$ cat config.mk
export PLATFORM = sky130hd
export DESIGN_NAME = neopixel_driver
export DESIGN_NICKNAME = d
export VERILOG_FILES = /design/src/rtl/neopixel_driver.sv
export SDC_FILE = /design/constraint.sdc
export NUM_CORES = 1
export LEC_CHECK = 0
export BUFFER_PORTS_ARGS = -buffer_cell sky130_fd_sc_hd__buf_2
export CAP_MARGIN = 40
export CORE_MARGIN = 2
export CORE_UTILIZATION = 50
export DETAILED_ROUTE_END_ITERATION = 8
export PLACE_DENSITY = 0.71
export SETUP_SLACK_MARGIN = 0.4
export SYNTH_ARGS = -nofsm -noshare
export SYNTH_HDL_FRONTEND = slang
export SYNTH_SLANG_ARGS = --single-unit
$ cat constraint.sdc
create_clock -name clock -period 2 [get_ports clock]
set_input_delay 0 -clock clock [delete_from_list [all_inputs] [get_ports clock]]
set_output_delay 0 -clock clock [all_outputs]
set_load 0.005 [all_outputs]
$ cat src/rtl/neopixel_driver.sv
// WS2812 single-wire serializer: 24-bit GRB words in over valid/ready, shaped
// pulses out on dout, with a low latch gap closing every frame.
module neopixel_driver #(
  parameter int T0H    = 20,
  parameter int T1H    = 40,
  parameter int TBIT   = 63,
  parameter int TRESET = 15000
) (
  input  logic        clock,
  input  logic        reset,
  input  logic [23:0] pixel,
  input  logic        pixel_last,
  input  logic        pixel_valid,
  output logic        pixel_ready,
  output logic        dout,
  output logic        busy,
  output logic        underrun
);

  localparam int CW = $clog2(TBIT);
  localparam int LW = $clog2(TRESET + 1);

  // Handshake: a word moves on a rising edge where pixel_valid && pixel_ready.
  // pixel_ready never depends on pixel_valid; the producer may hold valid high
  // and must keep pixel/pixel_last stable until the transfer edge.

  typedef enum logic [1:0] {
    IDLE  = 2'd0,
    SEND  = 2'd1,
    LATCH = 2'd2
  } state_t;

  state_t        state;
  logic [CW-1:0] cnt;
  logic [LW-1:0] lcnt;
  logic [23:0]   shreg;
  logic [4:0]    bidx;
  logic          last;

  logic          bit_end;
  logic          pixel_end;
  logic          xfer;
  logic [CW-1:0] high_len;

  assign bit_end   = (cnt == CW'(TBIT - 1));
  assign pixel_end = (state == SEND) && bit_end && (bidx == 5'd0);
  assign high_len  = shreg[23] ? CW'(T1H) : CW'(T0H);
  assign busy      = (state != IDLE);

  // Ready opens in IDLE, and for the single closing cycle of a non-last pixel
  // so the next word can follow with no gap.
  always_comb begin
    pixel_ready = 1'b0;
    if (!reset) begin
      pixel_ready = (state == IDLE) || (pixel_end && !last);
    end
  end

  assign xfer = pixel_valid && pixel_ready;

  always_ff @(posedge clock or posedge reset) begin
    if (reset) begin
      state    <= IDLE;
      cnt      <= '0;
      lcnt     <= '0;
      shreg    <= '0;
      bidx     <= '0;
      last     <= 1'b0;
      dout     <= 1'b0;
      underrun <= 1'b0;
    end else begin
      underrun <= 1'b0;
      // dout trails cnt by one cycle, so a transfer at edge k rises at k+1.
      dout     <= (state == SEND) && (cnt < high_len);
      case (state)
        IDLE: begin
          if (xfer) begin
            shreg <= pixel;
            last  <= pixel_last;
            bidx  <= 5'd23;
            cnt   <= '0;
            state <= SEND;
          end
        end
        SEND: begin
          if (bit_end) begin
            cnt <= '0;
            if (bidx == 5'd0) begin
              if (xfer) begin
                shreg <= pixel;
                last  <= pixel_last;
                bidx  <= 5'd23;
              end else begin
                // Either the frame ended normally or the producer starved us.
                underrun <= !last;
                lcnt     <= '0;
                state    <= LATCH;
              end
            end else begin
              bidx  <= bidx - 5'd1;
              shreg <= shreg << 1;
            end
          end else begin
            cnt <= cnt + CW'(1);
          end
        end
        LATCH: begin
          if (lcnt == LW'(TRESET - 1)) begin
            state <= IDLE;
          end else begin
            lcnt <= lcnt + LW'(1);
          end
        end
        default: state <= IDLE;
      endcase
    end
  end

endmodule

==> flow_summary.ini <==
[yosys]
ys_async_sr_fraction = 1.000
ys.warnings.count = 0
ys_seq_elements = 54
synth.largest_area_cell = dfrtp_1
synthCells = 271
ys.flop_type = dfrtp_1
netlist.area_leader.share = 0.4619
syn_nets = 307
synth_edf_count = 0
ys_types = 56
yosys-top-cells-count = dfrtp_1 (54), nand2_1 (18), nor2_1 (15)
syn_avg_cell_area_um2 = 10.79
yosysMostFrequentCell = dfrtp_1
synth_area_leaders = dfrtp_1 (46%), a221o_1 (4.1%), o221a_1 (3.8%)
yosysSeqAreaShare = 0.4619
syn_area_um2 = 2925

[global_route]
first_global_vias = 2552
grt_pass1_wl_um = 12090
antenna_found_initial = 0
grtUsageTotal = 0.2420
grt_max_degree = 33
overflow = 0

[clock_tree]
clk_pin_slew_ns = 0.10
insertion_delay_ns = 0.32
cts-root-buf = clkbuf_8
clockBufferDepth = 2
numCtsBuffers = 5
htreeDepth = 2
cts_tree = done
cts_sinks = 54

[worst_setup_path]
worstSetupStartpointType = register
cp.arrival_ns = 2.41
cp-end-kind = register
critPathMaxFanout = 7
critPathKind = register to register
reg2reg_slack_ns = -0.21
cp.required_ns = 2.21

[final_layout]
nets = 405
layout-area-overhead-vs-synth_pct = 41.45
drive_gt1_frac = 0.3297
diodes = 0
layout.cells.non_filler = 442

[timing]
period_share = 1.103
maxSlewViolCount = 0
hold_viol_final = 0
fmax_mhz = 453.2
rsz0062_at_grt = true
setup_violations = 42
finalCriticalPeriod_ns = 2.206
max_slew_margin = 0.5842
worst_slew_pin_slew_ns = 0.6210
worst_slack_ns = -0.2064
finalClockSkew_ns = 0.008546

[die]
initial_core_util = 0.5248
die_x_um = 80.49
design.core.area_um2 = 5574
io_pins = 32
die_area_um2 = 6479
die_h_um = 80.49
rows = 27

[job]
maxCapViolations = 0

[power_and_ir_drop]
ir_drop_mv = 0.3130
p_total_w = 0.001893
powerDensity_nw_per_um2 = 457.5
p_leak_nw = 1.895

[run_status]
status = complete, but fails checks
violations = negative setup slack

[detailed_routing]
post-route-drc-count = 0
wl_per_cell_um = 18.02
drt_wl_total_um = 7967
vias = 2592
drtPass1Iterations = 4
antenna_left = 0
vias_per_cell = 5.864
drt_iter0_drc = 170

[worst_hold_path]
holdCritPathClass = input port to register

[place]
dp_hpwl_um = 4344
dp.cells = 386
portBuffers = 31
gp_congestion = 0.8414
stage by stage:
stage | setup slack (ns) | TNS [ns] | area (um^2) | hold WS (ns) | utilization
floorplan | -0.005926 | -0.005926 | 2979 | 0.1325 | -
global placement | 0.03330 | 0 | 3364 | 0.09563 | 0.6036
detailed placement | -0.03526 | -0.4552 | 3364 | 0.09788 | 0.6036
CTS | -0.1112 | -2.120 | 3929 | 0.05712 | 0.7048
global route | -0.2611 | -6.712 | 4138 | 0.1368 | 0.7423
finish | -0.2064 | -4.674 | 4138 | 0.1205 | 0.7423
where the power goes:
group | switching, W | internal, W
logic | 0.0000554 | 0.0000711
registers | 0.00000273 | 0.00109
clock network | 0.000383 | 0.000286
total | 0.000441 | 0.00145
cell usage in the layout, fill, tap and decap left out, types with 10 or more instances in the layout:
master	instances
dfrtp_1	53
buf_2	30
dlygate4sd3_1	27
buf_4	25
nand2_1	16
nand2b_1	14
nor2_1	14
and2_1	13
a221o_1	12
o221a_1	10
buf_6	10
layer usage:
layer / vias up / GRT usage / part of all wire
met5: - / 0 / 0
met4: 0 / 0.1017 / 0.016
met3: 13 / 0.04157 / 0.045
met2: 69 / 0.3858 / 0.48
met1: 1292 / 0.3249 / 0.45
li1: 1218 / - / -
area by class of cell:
| type | count | area (um^2) |
|---|---|---|
| multi-input cells | 194 | 1579 |
| fillers | 371 | 1436 |
| flip-flops and latches | 54 | 1353 |
| repair buffers | 103 | 975.9 |
| well taps | 72 | 90.09 |
| clock buffers | 6 | 82.58 |
| inverters | 11 | 41.29 |
| clock inverters | 2 | 16.27 |
flip-flops by register name, summed over array words and instances, names as in the netlist:
name and cells:
lcnt 14, cnt 6, dout 1, state 2, bidx 5, last 1, shreg 24, underrun 1
what timing repair did:
| action | in CTS | in global routing |
|---|---|---|
| setup buffers | 8 | 4 |
| hold endpoints to repair | 47 | 0 |
| setup endpoints to repair | 47 | 48 |
| resized for setup | 13 | 20 |
| pin swaps | 1 | 19 |
| gates cloned | 5 | 3 |
| hold buffers | 27 | 0 |
critical path, cell delays in order, from the launching register on:
cell	delay, ns
dfrtp_1	0.38
inv_2	0.04
ha_1	0.18
or4b_4	0.24
buf_6	0.11
nor4b_4	0.52
bufbuf_16	0.38
nand2b_1	0.08
o221a_1	0.14
kinds of logic (layout without fill, tap and decap cells):
kind of cell	after synthesis	in the layout	share of synthesized area
fa+ha+maj	8	8	0.03422
simple gates	104	104	0.2036
xor+xnor	8	8	0.02395
buf+inv	24	122	0.04063
mux	5	5	0.01754
flops	54	54	0.4619
compound gates	68	69	0.2181
worst paths after layout:
check                                      start               endpoint  cells past startpoint
max in group asynchronous                  reset     underrun$_DFF_PP0_                      4
max reg2reg                  bidx[0]$_DFFE_PP0P_   shreg[2]$_DFFE_PP0P_                      8
min                                  pixel_valid     underrun$_DFF_PP0_                      4
min reg2reg                shreg[18]$_DFFE_PP0P_  shreg[18]$_DFFE_PP0P_                      1
max                          bidx[0]$_DFFE_PP0P_   shreg[2]$_DFFE_PP0P_                      8
min in group asynchronous                  reset  shreg[14]$_DFFE_PP0P_                      3
No activity file was read; power rests on OpenSTA's default activity.
